### src/rtl/dmem_arbiter.sv
// Two-requester (core / debug-DMA) round-robin arbiter in front of a single-port data memory.
// Optional WAIT-state timeout enabled by defining MEM_ARB_TIMEOUT_EN.
module dmem_arbiter #(
    parameter int unsigned TIMEOUT_CYCLES = 16
) (
    input  logic        clk,
    input  logic        rst,
    // core requester
    input  logic        c_request,
    input  logic        c_we_re,
    input  logic [3:0]  c_mask,
    input  logic [31:0] c_addr,
    input  logic [31:0] c_wdata,
    output logic        c_valid,
    output logic [31:0] c_rdata,
    output logic        c_err,
    output logic        c_stall,
    // debug/DMA requester
    input  logic        d_request,
    input  logic        d_we_re,
    input  logic [3:0]  d_mask,
    input  logic [31:0] d_addr,
    input  logic [31:0] d_wdata,
    output logic        d_valid,
    output logic [31:0] d_rdata,
    output logic        d_err,
    // memory side
    output logic        m_request,
    output logic        m_we_re,
    output logic [3:0]  m_mask,
    output logic [31:0] m_addr,
    output logic [31:0] m_wdata,
    input  logic        m_valid,
    input  logic [31:0] m_rdata
);

    localparam logic [1:0] IDLE  = 2'd0;
    localparam logic [1:0] ISSUE = 2'd1;
    localparam logic [1:0] WAIT  = 2'd2;
    localparam logic [1:0] RESP  = 2'd3;

    localparam logic GNT_CORE = 1'b0;
    localparam logic GNT_DBG  = 1'b1;

    if (TIMEOUT_CYCLES < 1) begin : g_bad_timeout
        $error("dmem_arbiter: TIMEOUT_CYCLES must be at least 1");
    end

    logic [1:0] state;
    logic [1:0] next_state;
    logic       grant;
    logic       last_grant;
    logic       winner_c;
    logic       any_req_c;
    logic       timeout_c;

    assign any_req_c = c_request | d_request;
    // On a tie the requester that did not win last time gets the bus.
    assign winner_c  = (c_request && d_request) ? ~last_grant
                     : (d_request ? GNT_DBG : GNT_CORE);

    assign c_stall = c_request & ~((state == RESP) && (grant == GNT_CORE));

`ifdef MEM_ARB_TIMEOUT_EN
    localparam int unsigned CNT_W = $clog2(TIMEOUT_CYCLES + 1);

    logic [CNT_W-1:0] wait_cnt;

    // m_valid on the terminal count wins over the timeout.
    assign timeout_c = (state == WAIT) && !m_valid
                     && (wait_cnt == CNT_W'(TIMEOUT_CYCLES - 1));

    always_ff @(posedge clk or posedge rst) begin
        if (rst) begin
            wait_cnt <= '0;
        end else if (state == WAIT) begin
            wait_cnt <= wait_cnt + CNT_W'(1);
        end else begin
            wait_cnt <= '0;
        end
    end

    // Error flags pulse only alongside valid in RESP.
    always_ff @(posedge clk or posedge rst) begin
        if (rst) begin
            c_err <= 1'b0;
            d_err <= 1'b0;
        end else begin
            c_err <= timeout_c && (grant == GNT_CORE);
            d_err <= timeout_c && (grant == GNT_DBG);
        end
    end
`else
    assign timeout_c = 1'b0;
    assign c_err     = 1'b0;
    assign d_err     = 1'b0;
`endif

    // State register
    always_ff @(posedge clk or posedge rst) begin
        if (rst) begin
            state <= IDLE;
        end else begin
            state <= next_state;
        end
    end

    // Next-state logic
    always_comb begin
        next_state = state;
        case (state)
            IDLE:    if (any_req_c) next_state = ISSUE;
            ISSUE:   next_state = WAIT;
            WAIT:    if (m_valid || timeout_c) next_state = RESP;
            RESP:    next_state = IDLE;
            default: next_state = IDLE;
        endcase
    end

    // Registered outputs, grant bookkeeping and response data
    always_ff @(posedge clk or posedge rst) begin
        if (rst) begin
            grant      <= GNT_CORE;
            last_grant <= GNT_DBG;
            m_request  <= 1'b0;
            m_we_re    <= 1'b0;
            m_mask     <= '0;
            m_addr     <= '0;
            m_wdata    <= '0;
            c_valid    <= 1'b0;
            d_valid    <= 1'b0;
            c_rdata    <= '0;
            d_rdata    <= '0;
        end else begin
            m_request <= (next_state == ISSUE);
            c_valid   <= (next_state == RESP) && (grant == GNT_CORE);
            d_valid   <= (next_state == RESP) && (grant == GNT_DBG);

            if ((state == IDLE) && any_req_c) begin
                grant      <= winner_c;
                last_grant <= winner_c;
                m_we_re    <= winner_c ? d_we_re : c_we_re;
                m_mask     <= winner_c ? d_mask  : c_mask;
                m_addr     <= winner_c ? d_addr  : c_addr;
                m_wdata    <= winner_c ? d_wdata : c_wdata;
            end

            if ((state == WAIT) && m_valid && !m_we_re) begin
                if (grant == GNT_CORE) c_rdata <= m_rdata;
                else                   d_rdata <= m_rdata;
            end else if (timeout_c) begin
                if (grant == GNT_CORE) c_rdata <= '0;
                else                   d_rdata <= '0;
            end
        end
    end

endmodule

### config.mk
export PLATFORM = sky130hd
export DESIGN_NAME = dmem_arbiter
export DESIGN_NICKNAME = d
export VERILOG_FILES = /design/src/rtl/dmem_arbiter.sv
export SDC_FILE = /design/constraint.sdc
export NUM_CORES = 1
export LEC_CHECK = 0
export ABC_AREA = 0
export CAP_MARGIN = 10
export CELL_PAD_IN_SITES_DETAIL_PLACEMENT = 0
export CELL_PAD_IN_SITES_GLOBAL_PLACEMENT = 1
export CORE_UTILIZATION = 30
export DETAILED_ROUTE_END_ITERATION = 10
export GPL_TIMING_DRIVEN = 0
export PLACE_DENSITY = 0.85
export SLEW_MARGIN = 20
export SYNTH_ARGS = -nofsm -noshare
export SYNTH_HDL_FRONTEND = slang
export SYNTH_SLANG_ARGS = --single-unit
### constraint.sdc
create_clock -name clk -period 9.8 [get_ports clk]
set_input_delay 1.96 -clock clk [delete_from_list [all_inputs] [get_ports clk]]
set_output_delay 1.96 -clock clk [all_outputs]
set_load 0.05 [all_outputs]
* Word-level counts from Yosys, hierarchy flattened *
Cells that the tools add are included.

cells by class
  equality and inequality tests = 5
  mux-type cells = 9
  reduce and logical (&&, ||, !) cells = 11
  bitwise operators = 5

operator list
  operator                                                                count
  32-bit 2-to-1 mux                                                       2
  2-bit case mux with 4 select lines                                      1
  1-bit logical AND                                                       7
  2-bit equality test (second input constant)                             3
  2-bit by 1-bit equality test with 1-bit output (second input constant)  2
  2-bit 2-to-1 mux                                                        2
  4-bit 2-to-1 mux                                                        1
  2-bit AND reduction                                                     2
  1-bit 2-to-1 mux                                                        3
  1-bit inverter                                                          3
  2-bit logical NOT                                                       1
  1-bit AND                                                               1
  1-bit logical NOT                                                       1
  1-bit OR                                                                1

word-level totals
  bits of input ports = 175
  word-level logic and storage cells = 42
  bits in registers = 140

* Longest topological paths before layout *
Gate-level depths: netlist of run 1.

  word-level depth = 5
  depth in mapped cells = 7
  depth with buffers taken out = 5

* Worst setup path after synthesis of run 1 *
No wires, ideal clock.

  kind = input to output
  start point = input c_request
  end point = output c_stall
  slack = 4.576 ns
  path buffers = 1
  data required time = 7.840 ns
  arrival time = 3.264 ns
  stages on the path = 2
  path through = buf_2 -> a21boi_0

between the ends
  word-level cells in the longest chain between the ends = 1

ends and longest elaborated chain
  element      line  RTL
  from (decl)  9     input logic c_request,
  1-bit AND    62    assign c_stall = c_request & ~((state == RESP) && (grant == GNT_CORE));
  to (decl)    17    output logic c_stall,

No other way between the ends.

* Worst setup path in the final report of run 1 *
Same ends and word-level chain as after synthesis.

==> results of run 1 <==
cells by family (layout without fill, tap and decap cells):
group	Yosys count	count (layout)	share of synthesized area [%]
AO/OA/AOI/OAI	149	149	13.1
adder cells (fa/ha/maj)	4	4	0.855
buffers and inverters	44	387	3.72
flip-flops	140	140	59.9
multiplexers	64	64	12.9
other	1	2	0.0641
AND/OR/NAND/NOR	145	145	9.53
cells in the final DEF (no fill, tap or decap), drive strengths merged:
master	instances
ha	4
and3	2
o31ai	1
nor3	1
bufinv	1
conb	2
dfrtp	139
inv	12
a21boi	2
nor2b	1
clkbuf	43
a31oi	1
clkinvlp	3
nand2	71
o21ai	4
dfstp	1
a21oi	139
clkinv	2
buf	16
o21a	1
nor2	69
or3	1
a21bo	1
mux2	64
clkdlybuf4s50	310
registers in the layout (all words and copies together) (netlist names):
signal	flops
m_mask	4
last_grant	1
grant	1
d_rdata	32
m_wdata	32
c_valid	1
c_rdata	32
d_valid	1
m_request	1
m_addr	32
m_we_re	1
state	2
cells in the mapped netlist, drive strengths merged:
cell type    n
conb         1
o31ai        1
dfstp        1
a31oi        1
mux2        64
o21a         1
o21ai        4
a21oi      139
dfrtp      139
and3         2
nand2       71
buf         15
nor3         1
a21bo        1
nor2b        1
inv          4
ha           4
nor2        69
clkbuf      25
a21boi       2
or3          1
layout make-up:
cell class	instances	area, um^2
multi-input cells	364	2140
repair buffers	311	3130
clock inverters	14	148
fillers	1750	8980
inverters	4	22.5
plain buffers	40	203
clock buffers	18	439
flip-flops and latches	140	3500
well taps	260	325
layer usage:
metal | vias to the layer above | GRT usage, % | part of all wire, %
met4 | 0 | 6.90 | 1.9
met3 | 28 | 7.93 | 10
met2 | 254 | 32.4 | 47
met5 | - | 0 | 0
met1 | 2497 | 22.4 | 41
li1 | 2520 | - | -
final timing paths:
kind / cells after the start / startpoint / end / slack (ns)
worst max-delay path: 3 / c_request / c_stall / 4.67
worst min register to register: 1 / d_rdata[1] / d_rdata[1] / 0.50
worst max register to register: 6 / state[0] / c_rdata[18] / 7.58
min in group asynchronous: 2 / rst / d_rdata[30] / 2.00
max in group asynchronous: 3 / rst / last_grant / 7.07
worst min-delay path: 1 / d_rdata[1] / d_rdata[1] / 0.50
stage by stage:
step,instances,cell area (um^2),hold WS (ns),power [mW],setup WS (ns)
2_1_floorplan,548,5860,0.518,2.51,4.09
3_3_place_gp,1118,9290,0.487,3.31,1.91
3_5_place_dp,1119,9320,0.492,3.34,4.66
4_1_cts,1151,9910,0.506,4.00,4.66
5_1_grt,1151,9910,0.508,4.16,4.63
6_report,1151,9910,0.503,3.97,4.67
power by group:
part	leakage, nW	switching (mW)	internal (mW)
Clock	0.280	0.280	0.366
Combinational	2.29	1.50	0.797
Sequential	1.64	0.153	0.872
==> impl_results.md, run 1 <==
* Total count of max-transition violations in the final report at 0
* Hold crit path type: flop to flop
* Critical-path cell with the highest stage delay: sky130_fd_sc_hd__clkdlybuf4s50_1
* Layout Utilization at between 50 and 60%
* TNS Setup at 0 ns
* Post-DR wirelength/cell at 16.6 um
* Final HPWL from detailed placement at approximately 14 mm
* Number of global-route vias before repair at roughly 5400
* Synth Warn # at 0
* Sum of overflow across all layers after global routing at 0
* Port Buf Inserts at 310
* Slew @ Worst Pin at approximately 0.73 ns
* Share of synthesized area occupied by flip-flops and latches at around three fifths
* Max Clk Rate at between 150 and 200 MHz
* Netlist Area Pre-Place at just under 0.006 mm^2
* Io pins at approximately 310
* Pin count of the biggest net entering global routing at 77
* Library cell occupying the most area in the post-synthesis netlist: sky130_fd_sc_hd__dfrtp_1
* Fraction of layout instances using a drive strength above 1 at 13.2%
* Total power density per cell area at 400 mW/mm^2
* Total clock buffers created by CTS at 17
* Clock-pin slew of the registers on the worst-case setup and hold paths at around 0.06 ns
* CP Cell Sequence: buf_2, a21boi_0, clkdlybuf4s50_1
* DRC violation count after routing at 0
* Number of failing hold endpoints at the final stage at 0
* Global-route wire length before repair at around 29 mm
* Clock tree from TritonCTS: yes
* Total via count after detailed routing at 5299
* Portion of synthesized cell area occupied by the leading cell type at about three fifths
* Cell family with most CP delay: buffers and inverters
* Synth Instances at between 500 and 600
* Crit path kind: primary input to primary output
* Post-CTS setup buffer count at 0
* Required time reported for the critical path endpoint at between 7 and 8 ns
* Gates resized, CTS repair at 0
* Area of the core at 0.0189 mm^2
* Startpoint class of the critical path: primary input
* Number of setup violations in the final report at 0
* Total of hold buffers inserted after clock tree synthesis at 0
* Post-route fraction of the period consumed by the critical path at between 50% and 60%
* LEAKAGE at 4.22 nW
* Total number of placement rows at 50
* Number of antenna violations at the first check in global routing at 0
* DRC violation total after the first TritonRoute iteration at between 150 and 200
* Die height at 142 um
* Number of antenna-violating nets in the routed design at 0
* Number of detailed-route iterations in the first pass at 6
* Max-cap violation count at 0
* Buffer levels on the longest clock path at 2
* Area added between synthesis and finish at 69.2%
* Routability Congestion at about 0.75
* H-tree depth at 4
* Setup repair after global routing missed its margin: no
* Top fanout value on the critical path at 7
* GR Util All Layers at about a fifth
* Synthesized area per cell at roughly 11 um^2
* Die area at roughly 0.02 mm^2
* Initial standard-cell utilization of the core at a little under a third
* Number of antenna diodes at 0
* Outcome: completed
* Post-layout min period at 5.13 ns
* Kind of end point of the critical path: primary output
* Count of distinct cell types in the synthesized netlist at 27
* Width of the chip at roughly 140 um
* Peak VDD IR at 0.000196 V
* Latest clock arrival within the worst-skew pair at around 0.42 ns
* Buffer type at the clock tree root: sky130_fd_sc_hd__clkbuf_16
* Sink count of the clock tree at 140
* Sum of buffers and inverters on the critical path at 2
* Max-slew headroom at around half
* Clock skew after layout at 0.00766 ns
* Via density per instance at about 4.6
* Area contributors post-synth: sky130_fd_sc_hd__dfrtp_1, sky130_fd_sc_hd__a21oi_1, sky130_fd_sc_hd__mux2_2, sky130_fd_sc_hd__nand2_1, sky130_fd_sc_hd__nor2_1
* Worst path max stage delay at 0.85 ns
* Net count of the finished layout at approximately 1100
* Routed wire length at 19.1 mm
* Yosys reg bits at 140
* Endpoint arrival time on the critical path at around 3.2 ns
(Power assumes the default switching activity.)
==> inputs of run 2 (changes only) <==
--- a/config.mk
+++ b/config.mk
@@ -9,10 +9,10 @@
 export CAP_MARGIN = 10
 export CELL_PAD_IN_SITES_DETAIL_PLACEMENT = 0
 export CELL_PAD_IN_SITES_GLOBAL_PLACEMENT = 1
-export CORE_UTILIZATION = 30
+export CORE_UTILIZATION = 29
 export DETAILED_ROUTE_END_ITERATION = 10
 export GPL_TIMING_DRIVEN = 0
-export PLACE_DENSITY = 0.85
+export PLACE_DENSITY = 0.82
 export SLEW_MARGIN = 20
 export SYNTH_ARGS = -nofsm -noshare
 export SYNTH_HDL_FRONTEND = slang
==> constraint.sdc (replaced) <==
create_clock -name clk -period 5.2 [get_ports clk]
set_input_delay 1.04 -clock clk [delete_from_list [all_inputs] [get_ports clk]]
set_output_delay 1.04 -clock clk [all_outputs]
set_load 0.05 [all_outputs]
==> impl_results.md, run 2 (synthesis results as in run 1) <==
* Outcome: completed (unchanged)
* CP Cell Sequence: buf_2, a21boi_0, clkdlybuf4s50_1 (unchanged)
* Port Buf Inserts at 310 (unchanged)
* Setup repair after global routing missed its margin: no (unchanged)
* Endpoint arrival time on the critical path at 2.29 ns (was 3.17 ns)
* Met1 track demand over resource in global routing at 21.5% (was 22.4%)
* Post-layout min period at ~3.3 ns
* Buffer levels on the longest clock path at 2 (unchanged)
* Number of setup violations in the final report at 0 (unchanged)
* Area of the core at 0.0197 mm^2 (was 0.0189 mm^2)
* Worst path max stage delay at 0.87 ns (was 0.85 ns)
* Commonest non-fill, non-tap cells in the layout: sky130_fd_sc_hd__clkdlybuf4s50_1, sky130_fd_sc_hd__a21oi_1, sky130_fd_sc_hd__dfrtp_1 (unchanged)
* Final HPWL from detailed placement at 15.0 mm (was 14.4 mm)
* Number of global-route vias before repair at 5438 (was 5394)
* Buffer type at the clock tree root: sky130_fd_sc_hd__clkbuf_16 (unchanged)
* Max-slew headroom at 44.9% (was 51.2%)
* H-tree depth at 4 (unchanged)
* Cell total after placement at 1124 (was 1119)
* Kind of end point of the critical path: primary output (unchanged)
* Clock tree from TritonCTS: yes (unchanged)
* Met2 track demand over resource in global routing at 32.7% (was 32.4%)
* Io pins at 314 (unchanged)
* Pin count of the biggest net entering global routing at 93 (was 77)
* Slew @ Worst Pin at 0.827 ns (was 0.727 ns)
* Total via count after detailed routing at 5328 (was 5299)
* Fraction of layout instances using a drive strength above 1 at 13.1% (was 13.2%)
* GR Util All Layers at 19.3% (was 19.4%)
* Number of fill cells in the layout at 1884 (was 1750)
* Met3 Resource Use GR at 9.04% (was 7.93%)
* Sink count of the clock tree at 140 (unchanged)
* Max Clk Rate at around 300 MHz
* Most used routing layer: met2 (unchanged)
* Clock-pin slew of the registers on the worst-case setup and hold paths at 0.06 ns (about the same)
* Routability Congestion at 0.754 (was 0.752)
* Post-CTS setup buffer count at 0 (unchanged)
* Combined flip-flop and latch cell area at 0.00350 mm^2 (unchanged)
* Gates resized, CTS repair at 0 (unchanged)
* Max-cap violation count at 0 (unchanged)
* Total clock buffers created by CTS at 17 (unchanged)
* Number of antenna diodes at 0 (unchanged)
* DRC violation total after the first TritonRoute iteration at 182 (was 192)
* Total count of max-transition violations in the final report at 0 (unchanged)
* Layout Utilization at 50.6% (was 52.4%)
* Startpoint class of the critical path: primary input (unchanged)
* Post-DR wirelength/cell at 17.3 um (was 16.6 um)
* Die area at 0.0208 mm^2 (was 0.0201 mm^2)
* Width of the chip at 144 um (was 142 um)
* Number of standard cells in the final layout excluding fillers at 1156 (was 1151)
* DRC violation count after routing at 0 (unchanged)
* Number of antenna-violating nets in the routed design at 0 (unchanged)
* LEAKAGE at 4.22 nW (about the same)
* Total power density per cell area at 758 mW/mm^2 (was 400 mW/mm^2)
* Crit path kind: primary input to primary output (unchanged)
* Area added between synthesis and finish at 69.7% (was 69.2%)
* Net count of the finished layout at 1057 (unchanged)
* Total of hold buffers inserted after clock tree synthesis at 0 (unchanged)
* Top fanout value on the critical path at 7 (unchanged)
* Via density per instance at 4.61 (was 4.60)
* Clock skew after layout at 0.00765 ns (was 0.00766 ns)
* Routed wire length at 20.0 mm (was 19.1 mm)
* Initial standard-cell utilization of the core at 29.8% (was 31.0%)
* TNS Setup at 0 ns (unchanged)
* Total number of placement rows at 51 (was 50)
* Number of detailed-route iterations in the first pass at 4 (was 6)
* Number of antenna violations at the first check in global routing at 0 (unchanged)
* Worst hold slack at 0.503 ns (about the same)
* Post-route fraction of the period consumed by the critical path at between 60% and 70%
* Global-route wire length before repair at 30.0 mm (was 29.3 mm)
* Critical-path cell with the highest stage delay: sky130_fd_sc_hd__clkdlybuf4s50_1 (unchanged)
* Hold crit path type: flop to flop (unchanged)
* Latest clock arrival within the worst-skew pair at 0.41 ns (was 0.42 ns)
* Peak VDD IR at 0.000321 V (was 0.000196 V)
* Required time reported for the critical path endpoint at 4.16 ns (was 7.84 ns)
* Sum of overflow across all layers after global routing at 0 (unchanged)
* Number of failing hold endpoints at the final stage at 0 (unchanged)
* Most common library cell in the layout ignoring fill and taps: sky130_fd_sc_hd__clkdlybuf4s50_1 (unchanged)
* Area of the multi-input gates at 0.00214 mm^2 (unchanged)
* Die height at 144 um (was 142 um)
==> run 2: cell count changes in the layout (fill, tap and decap cells not counted) <==
| cell | delta |
|---|---|
| sky130_fd_sc_hd__clkbuf_1 | +1 |
| sky130_fd_sc_hd__bufinv_16 | +1 |
| sky130_fd_sc_hd__clkbuf_8 | -1 |
| sky130_fd_sc_hd__inv_8 | +1 |
| sky130_fd_sc_hd__clkinv_4 | -1 |
| sky130_fd_sc_hd__clkinv_8 | +1 |
| sky130_fd_sc_hd__inv_6 | -2 |
==> run 2: layer usage <==
| metal | wire [um] | up-vias |
|---|---|---|
| li1 | - | 2514 |
| met1 | 7750 | 2543 |
| met2 | 9510 | 252 |
| met3 | 2390 | 19 |
| met4 | 325 | 0 |
| met5 | 0 | - |
==> run 2: worst max-delay path: cells and delay by family <==
family	cells	cell delay (ns)
AOI/OAI and AO/OA	1	0.22
buffers and inverters	2	1.03
==> run 2: worst paths after layout <==
check	cells past startpoint	from	end	slack, ns
min in group asynchronous	2	rst	m_wdata[5]	1.03
max in group asynchronous	3	rst	last_grant	3.38
worst max-delay path	3	c_request	c_stall	1.87
worst min register to register	1	c_rdata[29]	c_rdata[29]	0.50
worst min-delay path	1	c_rdata[29]	c_rdata[29]	0.50
worst max register to register	7	state[0]	m_wdata[0]	2.98
==> run 2: final cells by class <==
type	count	area share, %
Sequential cell	140	35.3
Clock buffer	18	4.32
Multi-Input combinational cell	364	21.5
Clock inverter	14	1.80
Inverter	4	0.227
Tap cell	265	3.34
Timing Repair Buffer	311	31.5
Buffer	40	2.04
==> run 2: power breakdown <==
part	internal [mW]	switching, mW
combinational	1.50	2.84
clock	0.730	0.536
sequential	1.64	0.284
total	3.87	3.66
==> run 2: stage by stage <==
stage / power [mW] / setup WS [ns] / instance area, um^2
floorplan: 4.73 / 0.409 / 5860
global placement: 6.27 / -1.80 / 9290
detailed placement: 6.32 / 1.86 / 9330
CTS: 7.61 / 1.86 / 9940
global route: 7.93 / 1.77 / 9940
finish: 7.53 / 1.87 / 9940
==> inputs of run 3 (changes only) <==
==> constraint.sdc (replaced) <==
create_clock -name clk -period 3.3 [get_ports clk]
set_input_delay 0.66 -clock clk [delete_from_list [all_inputs] [get_ports clk]]
set_output_delay 0.66 -clock clk [all_outputs]
set_load 0.05 [all_outputs]
==> impl_results.md, run 3 (synthesis results as in run 1) <==
* Sum of overflow across all layers after global routing at 0 (unchanged)
* Total of hold buffers inserted after clock tree synthesis at 0 (unchanged)
* Width of the chip at 144 um (unchanged)
* Total number of placement rows at 51 (unchanged)
* Io pins at 314 (unchanged)
* Clock tree from TritonCTS: yes (unchanged)
* Gates resized, CTS repair at 0 (unchanged)
* Peak VDD IR at 0.000487 V (was 0.000321 V)
* Total via count after detailed routing at 5264 (was 5328)
* Outcome: completed (unchanged)
* Total power density per cell area at 1180 mW/mm^2 (was 758 mW/mm^2)
* Slew @ Worst Pin at 0.759 ns (was 0.827 ns)
* Max-slew headroom at 49.0% (was 44.9%)
* Initial standard-cell utilization of the core at 29.8% (unchanged)
* Die area at 0.0208 mm^2 (unchanged)
* GR Util All Layers at 19.2% (was 19.3%)
* Hold crit path type: primary input to flop (was flop to flop)
* Die height at 144 um (unchanged)
* Number of antenna diodes at 0 (unchanged)
* LEAKAGE at 4.22 nW (about the same)
* Area added between synthesis and finish at 70.0% (was 69.7%)
* Post-DR wirelength/cell at 17.0 um (was 17.3 um)
* Startpoint class of the critical path: flop (was primary input)
* Post-route fraction of the period consumed by the critical path at between 80% and 90%
* Number of detailed-route iterations in the first pass at 4 (unchanged)
* Kind of end point of the critical path: primary output (unchanged)
* Clock-pin slew of the registers on the worst-case setup and hold paths at 0.07 ns (was 0.06 ns)
* Crit path kind: flop to primary output (was primary input to primary output)
* Port Buf Inserts at 310 (unchanged)
* Max-cap violation count at 0 (unchanged)
* Latest clock arrival within the worst-skew pair at 0.42 ns (was 0.41 ns)
* Number of failing hold endpoints at the final stage at 0 (unchanged)
* H-tree depth at 4 (unchanged)
* Net count of the finished layout at 1060 (was 1057)
* Number of fill cells in the layout at 1883 (was 1884)
* Number of antenna violations at the first check in global routing at 0 (unchanged)
* Fraction of layout instances using a drive strength above 1 at 13.4% (was 13.1%)
* Post-CTS setup buffer count at 0 (unchanged)
* Endpoint arrival time on the critical path at 2.05 ns (was 2.29 ns)
* Number of global-route vias before repair at 5303 (was 5438)
* Via density per instance at 4.54 (was 4.61)
* Total count of max-transition violations in the final report at 0 (unchanged)
* Buffer levels on the longest clock path at 2 (unchanged)
* Max Clk Rate at 369 MHz
* Commonest non-fill, non-tap cells in the layout: sky130_fd_sc_hd__clkdlybuf4s50_1, sky130_fd_sc_hd__a21oi_1, sky130_fd_sc_hd__dfrtp_1 (unchanged)
* Post-place setup slack at 0.504 ns (was 1.86 ns)
* Required time reported for the critical path endpoint at 2.64 ns (was 4.16 ns)
* DRC violation total after the first TritonRoute iteration at 174 (was 182)
* Buffer type at the clock tree root: sky130_fd_sc_hd__clkbuf_16 (unchanged)
* TNS Setup at 0 ns (unchanged)
* Clock skew after layout at 0.0153 ns (was 0.00765 ns)
* Sink count of the clock tree at 140 (unchanged)
* Routed wire length at 19.7 mm (was 20.0 mm)
* Most common library cell in the layout ignoring fill and taps: sky130_fd_sc_hd__clkdlybuf4s50_1 (unchanged)
* Routability Congestion at 0.795 (was 0.754)
* Area of the core at 0.0197 mm^2 (unchanged)
* Number of antenna-violating nets in the routed design at 0 (unchanged)
* Global-route wire length before repair at 29.9 mm (was 30.0 mm)
* Number of setup violations in the final report at 0 (unchanged)
* Pin count of the biggest net entering global routing at 34 (was 93)
* Minimum setup slack in the final design at 0.587 ns (was 1.87 ns)
* DRC violation count after routing at 0 (unchanged)
* Total clock buffers created by CTS at 17 (unchanged)
* Final HPWL from detailed placement at 15.1 mm (was 15.0 mm)
* Post-layout min period at roughly 2.7 ns
* Top fanout value on the critical path at 4 (was 7)
* Setup repair after global routing missed its margin: no (unchanged)
==> run 3: changes by cell type in the layout (fill, tap and decap cells not counted), sizes merged <==
cell | before | now
clkinvlp | 3 | 5
inv | 11 | 12
buf | 16 | 19
clkinv | 2 | 0
bufinv | 2 | 1
==> run 3: cell type report <==
cell class | instances | area [um^2] | area share [%]
Clock inverter | 14 | 146 | 1.47
Buffer | 40 | 203 | 2.04
Multi-Input combinational cell | 364 | 2140 | 21.5
Inverter | 4 | 18.8 | 0.189
Sequential cell | 140 | 3500 | 35.2
Tap cell | 265 | 332 | 3.33
Clock buffer | 18 | 429 | 4.31
Timing Repair Buffer | 314 | 3180 | 32.0
==> run 3: critical path, cell delays in order (launching register included) <==
cell and delay, ns:
sky130_fd_sc_hd__dfrtp_1 0.41, sky130_fd_sc_hd__ha_1 0.20, sky130_fd_sc_hd__a21boi_0 0.18, sky130_fd_sc_hd__clkdlybuf4s50_1 0.85
==> run 3: power by group <==
| part | internal (mW) | leakage [nW] | switching (mW) |
|---|---|---|---|
| Clock | 1.07 | 0.271 | 0.831 |
| Combinational | 2.37 | 2.31 | 4.46 |
| Sequential | 2.59 | 1.64 | 0.460 |
==> run 3: final timing paths <==
path                                   from          end  slack, ns  cells after the start
worst max-delay path               state[0]      c_stall       0.59                      3
worst min-delay path              c_request   last_grant       0.50                      2
worst max register to register     state[0]  c_rdata[15]       1.05                      6
worst min register to register  d_rdata[15]  d_rdata[15]       0.50                      1
max in group asynchronous               rst   m_wdata[2]       1.83                      4
min in group asynchronous               rst    m_addr[3]       0.66                      2
==> run 3: layer usage <==
metal	global-route usage (%)	routed length (um)	vias to the layer above
met2	32.0	9550	241
li1	-	-	2515
met3	7.65	2180	12
met4	4.59	169	0
met1	23.0	7840	2496
met5	0	0	-
==> run 3: per-stage QoR <==
stage,instance area [um^2],hold WS [ns],util (%),cells,power [mW]
after floorplan,5860,0.518,-,548,7.45
after global placement,9300,0.487,47.3,1123,9.87
after detailed placement,9380,0.491,47.7,1127,9.96
after CTS,9950,0.489,50.6,1159,11.9
after global routing,9950,0.503,50.6,1159,12.4
final,9950,0.502,50.6,1159,11.8
